$ cat config.mk
export PLATFORM = sky130hd
export DESIGN_NAME = spi_slave
export DESIGN_NICKNAME = d
export VERILOG_FILES = /design/src/rtl/spi_slave_pkg.sv /design/src/rtl/spi_slave_shift_reg.sv /design/src/rtl/spi_slave.sv
export SDC_FILE = /design/constraint.sdc
export NUM_CORES = 1
export LEC_CHECK = 0
export ABC_AREA = 1
export BUFFER_PORTS_ARGS = -buffer_cell sky130_fd_sc_hd__buf_2
export CAP_MARGIN = 20
export CORE_ASPECT_RATIO = 1.25
export CORE_MARGIN = 5
export CORE_UTILIZATION = 29
export DETAILED_ROUTE_END_ITERATION = 8
export HOLD_SLACK_MARGIN = 0.15
export PLACE_DENSITY = 0.45
export RECOVER_POWER = 50
export SETUP_SLACK_MARGIN = 0.4
export SLEW_MARGIN = 25
export SYNTH_ARGS = -nofsm -noshare
export SYNTH_HDL_FRONTEND = slang
export SYNTH_SLANG_ARGS = --single-unit
$ cat constraint.sdc
create_clock -name sclk -period 4.4 [get_ports sclk]
set_clock_uncertainty 0.2 [all_clocks]
set_input_delay 0.88 -clock sclk [delete_from_list [all_inputs] [get_ports sclk]]
set_output_delay 0.88 -clock sclk [all_outputs]
set_load 0.02 [all_outputs]
$ cat src/rtl/spi_slave_pkg.sv
// Shared constants and helpers for the SPI Mode 0 slave.
package spi_slave_pkg;

    localparam int DEFAULT_BITS = 8;

    // Bit counter width; a 2-bit word still needs one counter bit.
    function automatic int cntWidth(input int bits);
        return (bits > 2) ? $clog2(bits) : 1;
    endfunction

endpackage

$ cat src/rtl/spi_slave_shift_reg.sv
// MSB-first shift register with parallel load; a load and a shift may happen on the same edge.
module spi_shift_reg #(
    parameter int W = 8
) (
    input  logic         clk,
    input  logic         rst_n,
    input  logic         i_load,
    input  logic [W-1:0] i_loadData,
    input  logic         i_shift,
    input  logic         i_serIn,
    output logic [W-1:0] o_q
);

    logic [W-1:0] r_q;
    logic [W-1:0] w_base;

    always_comb begin
        w_base = r_q;
        if (i_load) begin
            w_base = i_loadData;
        end
    end

    always_ff @(posedge clk or negedge rst_n) begin
        if (!rst_n) begin
            r_q <= '0;
        end else if (i_shift) begin
            r_q <= {w_base[W-2:0], i_serIn};
        end else begin
            r_q <= w_base;
        end
    end

    assign o_q = r_q;

endmodule

$ cat src/rtl/spi_slave.sv
// SPI Mode 0 slave clocked only by sclk: samples MOSI on rising edges, shifts MISO on falling edges.
module spi_slave
    import spi_slave_pkg::*;
#(
    parameter int BITS = DEFAULT_BITS
) (
    input  logic            sclk,
    input  logic            rst,
    input  logic            ss_n,
    input  logic            mosi,
    output logic            miso,
    output logic            miso_oe,
    input  logic            latch,
    input  logic [BITS-1:0] inData,
    output logic [BITS-1:0] outData
);

    localparam int CNT_W = cntWidth(BITS);
    localparam logic [CNT_W-1:0] LAST_BIT = CNT_W'(BITS - 1);

    logic             w_frameClr;
    logic             w_sclkN;
    logic [CNT_W-1:0] r_bitCnt;
    logic             r_shiftEn;
    logic [BITS-1:0]  r_outData;
    logic [BITS-1:0]  r_txWord;
    logic             r_txGen;
    logic             r_txGenSeen;
    logic             w_txLoad;
    logic             w_txShift;
    logic [BITS-1:0]  w_txSr;
    logic [BITS-1:0]  w_rxSr;

    assign w_frameClr = ~rst | ss_n;
    assign w_sclkN    = ~sclk;

    // Framing state is cleared the moment the slave is deselected.
    always_ff @(posedge sclk or posedge w_frameClr) begin
        if (w_frameClr) begin
            r_bitCnt  <= '0;
            r_shiftEn <= 1'b0;
        end else begin
            r_shiftEn <= 1'b1;
            if (r_bitCnt == LAST_BIT) begin
                r_bitCnt <= '0;
            end else begin
                r_bitCnt <= r_bitCnt + CNT_W'(1);
            end
        end
    end

    always_ff @(posedge sclk or negedge rst) begin
        if (!rst) begin
            r_outData <= '0;
        end else if (!ss_n && (r_bitCnt == LAST_BIT)) begin
            r_outData <= {w_rxSr[BITS-2:0], mosi};
        end
    end

    // A rising-edge load is handed to the falling-edge tx register by toggling a generation bit.
    always_ff @(posedge sclk or negedge rst) begin
        if (!rst) begin
            r_txWord <= '0;
            r_txGen  <= 1'b0;
        end else if (ss_n && latch) begin
            r_txWord <= inData;
            r_txGen  <= ~r_txGen;
        end
    end

    always_ff @(negedge sclk or negedge rst) begin
        if (!rst) begin
            r_txGenSeen <= 1'b0;
        end else begin
            r_txGenSeen <= r_txGen;
        end
    end

    assign w_txLoad  = r_txGen != r_txGenSeen;
    assign w_txShift = ~ss_n & r_shiftEn;

    spi_shift_reg #(.W(BITS)) u_txShift (
        .clk        (w_sclkN),
        .rst_n      (rst),
        .i_load     (w_txLoad),
        .i_loadData (r_txWord),
        .i_shift    (w_txShift),
        .i_serIn    (1'b0),
        .o_q        (w_txSr)
    );

    spi_shift_reg #(.W(BITS)) u_rxShift (
        .clk        (sclk),
        .rst_n      (rst),
        .i_load     (1'b0),
        .i_loadData ('0),
        .i_shift    (~ss_n),
        .i_serIn    (mosi),
        .o_q        (w_rxSr)
    );

    // A pending load is not yet in the tx register, so MISO shows the new word directly.
    assign miso    = w_txLoad ? r_txWord[BITS-1] : w_txSr[BITS-1];
    assign miso_oe = ~ss_n;
    assign outData = r_outData;

endmodule

Yosys cells after proc, flatten, opt, wreduce, memory -nomap -nowiden:

Index checks and enable logic that the tools add are counted.
Widths: inputs -> output; s select.

* bits in registers: 37
* input port bits: 13
* output and inout port bits: 10
* word-level logic and storage cells: 25

* add/subtract/negate cells: 1
* equal/unequal tests: 2
* multiplexer cells: 4
* bitwise operators: 5
* reductions and logical operators: 4

Operators by type and width (number)
* $mux 8: 2
* $add 3x1->3 const B: 1
* $eq 3x3->1 const B: 1
* $mux 3: 1
* $not 1->1: 3
* $logic_and 1x1->1: 2
* $reduce_bool 2->1: 1
* $and 1x1->1: 1
* $logic_not 1->1: 1
* $mux 1: 1
* $ne 1x1->1: 1
* $or 1x1->1: 1

Longest topological paths before layout:

* depth after elaboration: 3
* gate-level depth with buffers: 6
* depth with buffers taken out: 6

Cells and area by module:

A second synthesis with hierarchy kept.

* cells, all modules: 233
* area, all modules: 1893.1 um2

By module, submodules not included
* spi_shift_reg: instances 2, cells each 68, area each 499.2 um2, seq. area each 200.2 um2
* spi_slave: instances 1, cells each 97, area each 894.6 um2, seq. area each 550.5 um2

==> run_results.csv <==
group,metric,value,unit
status,status,"complete, but fails checks",
status,failed_checks,"negative setup slack",
placed_design,dp_slack,0.09704,ns
die,fp.dieW,77.68,um
synth,syn-num-nets,180,
routing,drtIter0Drc,53,
routing,wl_met3,166,um
timing,tightest_slew,1.218,ns
routing,drtAntennaViolNets,0,
final_layout,area_delta_synth_final,16.20,%
timing,drv_slew,0,
routing,drc_errors,0,
clock_network,cts_made_buffers,5,
global_route,grt_max_degree,25,
pwr,p_leak,0.9905,nW
timing,relSlewSlack,0.1882,
synth,async_flop_share,1.000,
global_route,grt_pass1_wl,5.513,mm
timing,hold_viol,0,
worst_setup_path,path_max_fanout,3,
worst_setup_path,cp-end-kind,"output port",
placed_design,dpl.cell_count,250,
synth,synth_cell_types,24,
die,initial_core_util,0.3030,
routing,met2_length,1.426,mm
timing,rsz0062_at_grt,"true",
synth,netlist_area,0.001660,mm2
final_layout,drive_above_1_share,0.3116,
global_route,antenna_found_initial,0,
die,core_area,0.005480,mm2
synth,synth_edf_count,0,
synth,ys.flop_type,"dfrtp_1",
pwr,ir_worst_vdd,0.2001,mV
placed_design,place_area,0.001832,mm2
routing,met1_length,1.287,mm
clock_network,clk_pin_slew,0.08,ns
routing,highest_layer,"met4",
final_layout,fin_area,0.001929,mm2
final_layout,diodes,0,
routing,drtPass1Iterations,4,
worst_setup_path,start_kind,"flop",
routing,vias,1175,
synth,synth-seq-cells,37,
pwr,cellPowerDensity,540.6,mW/mm2
routing,routed_wl,2.969,mm
min_path,min_path_type,"flop to flop",
worst_setup_path,worstPathArrival,3.45,ns
global_route,grt_pass1_vias,1249,
global_route,overflow,0,
routing,via_per_inst,4.468,
clock_network,htreeDepth,2,
placed_design,hpwl,2.260,mm
clock_network,holdBufCountCts,0,
synth,yosysWarnings,0,
final_layout,num-fill-cells,593,
die,die_y,94.60,um
worst_setup_path,required,3.32,ns
clock_network,clock_path_buffers,2,
clock_network,cts-root-buf,"clkbuf_8",
synth,yosysSeqAreaShare,0.5576,
die,fp-row-count,30,
die,io_pins,23,
routing,wl_per_cell,11.29,um
clock_network,cts_tree,"yes",
synth,syn_inst,165,
timing,finalSetupViolations,1,
worst_setup_path,path_class,"flop to output port",
clock_network,clock_latency,0.28,ns
job,cap_violations,0,
global_route,grtUsageTotal,0.09375,
die,dieArea,0.007348,mm2
final_layout,nets,213,
placed_design,io_buffers,22,
synth,avgSynthCellArea,10.06,um2
final_layout,instances_no_fill,263,
pwr,power,1.043,mW
timing,finalWorstSetupSlack,-0.1270,ns
clock_network,clock_sinks,37,
placed_design,place_congestion,0.8864,
==> area by class of cell <==
| class | count | area (um2) | share of cell area |
|---|---|---|---|
| Tap cell | 64 | 80.08 | 0.04150 |
| Inverter | 23 | 96.34 | 0.04994 |
| Clock inverter | 3 | 17.52 | 0.009079 |
| Clock buffer | 5 | 68.82 | 0.03567 |
| Multi-Input combinational cell | 101 | 574.3 | 0.2977 |
| Sequential cell | 37 | 925.9 | 0.4799 |
| Timing Repair Buffer | 30 | 166.4 | 0.08625 |
==> power breakdown <==
group          internal, mW  leakage (nW)  total, mW  switching (mW)
Sequential            0.418         0.446      0.453          0.0345
Combinational         0.158         0.501      0.364           0.206
Clock                 0.109        0.0439      0.227           0.118
==> critical path: stages (launching register included) <==
cell      delay (ns)
dfrtn_1         0.45
inv_2           0.08
nand2_4         0.05
nand3b_1        0.09
and2_4          0.17
buf_6           0.12
==> what timing repair did <==
item,in CTS,in global routing
setup buffers,3,2
endpoints found under the hold margin,0,0
resized for setup,5,0
pin swaps,2,1
setup endpoints to repair,1,1
==> sequential cells by signal, summed over array words and instances (netlist names) <==
signal,cells
outData,8
r_bitCnt,3
r_shiftEn,1
r_txGen,1
r_txGenSeen,1
r_txWord,8
u_rxShift.o_q,7
u_txShift.o_q,8
==> cells in the final DEF, fill, tap and decap left out, types with 2 or more instances in the layout <==
cell type / instances
inv_1: 19
o21ai_2: 2
clkinv_2: 2
nand3b_1: 5
a21oi_2: 8
clkbuf_1: 4
o21ai_0: 12
dfrtp_1: 28
buf_2: 19
nand2_2: 6
nand2_1: 25
nand2_4: 4
nor2_2: 2
dfrtn_1: 9
ha_1: 2
inv_2: 2
clkbuf_8: 5
buf_4: 6
nand3_1: 22
nor2_1: 9
==> routing by layer <==
metal,up-vias,global-route usage
met5,-,0
met4,0,0.04011
met3,10,0.03435
met2,26,0.1532
met1,550,0.1102
li1,589,-
==> cells in the mapped netlist (3+ instances only) <==
master,number,area share
dfrtp_1,28,0.42
nand2_1,26,0.059
nand3_1,23,0.069
inv_1,19,0.043
dfrtn_1,9,0.14
nor2_1,9,0.020
a21oi_2,8,0.042
o21ai_0,7,0.021
o21ai_2,7,0.037
nand2_2,5,0.019
nand3b_1,5,0.023
nand2_4,3,0.020
==> logic make-up after synthesis <==
group	synth area share
buf+inv	0.08591
flops	0.5577
xor+xnor	0.005276
fa+ha+maj	0.01507
compound gates	0.1002
simple gates	0.2336
other cells	0.002259
==> final timing paths <==
kind | from | endpoint | slack, ns | depth (start not counted)
max reg2reg | r_txGen | u_txShift.o_q[6] | 0.77 | 7
min in group asynchronous | rst | r_txGen | 0.37 | 1
max in group asynchronous | rst | u_txShift.o_q[3] | 1.13 | 1
min reg2reg | r_bitCnt[0] | r_bitCnt[0] | 0.22 | 1
max | r_txGenSeen | miso | -0.13 | 5
min | r_bitCnt[0] | r_bitCnt[0] | 0.22 | 1
==> through the flow <==
stage	TNS (ns)	utilization	hold slack, ns
final	-0.1270	0.3521	0.2239
after global routing	-0.2173	0.3521	0.2748
after CTS	-0.1445	0.3575	0.2277
after detailed placement	0	0.3342	0.2168
after global placement	0	0.3342	0.2162
after floorplan	0	-	0.2031
No activity file was read; power rests on OpenSTA's default activity.
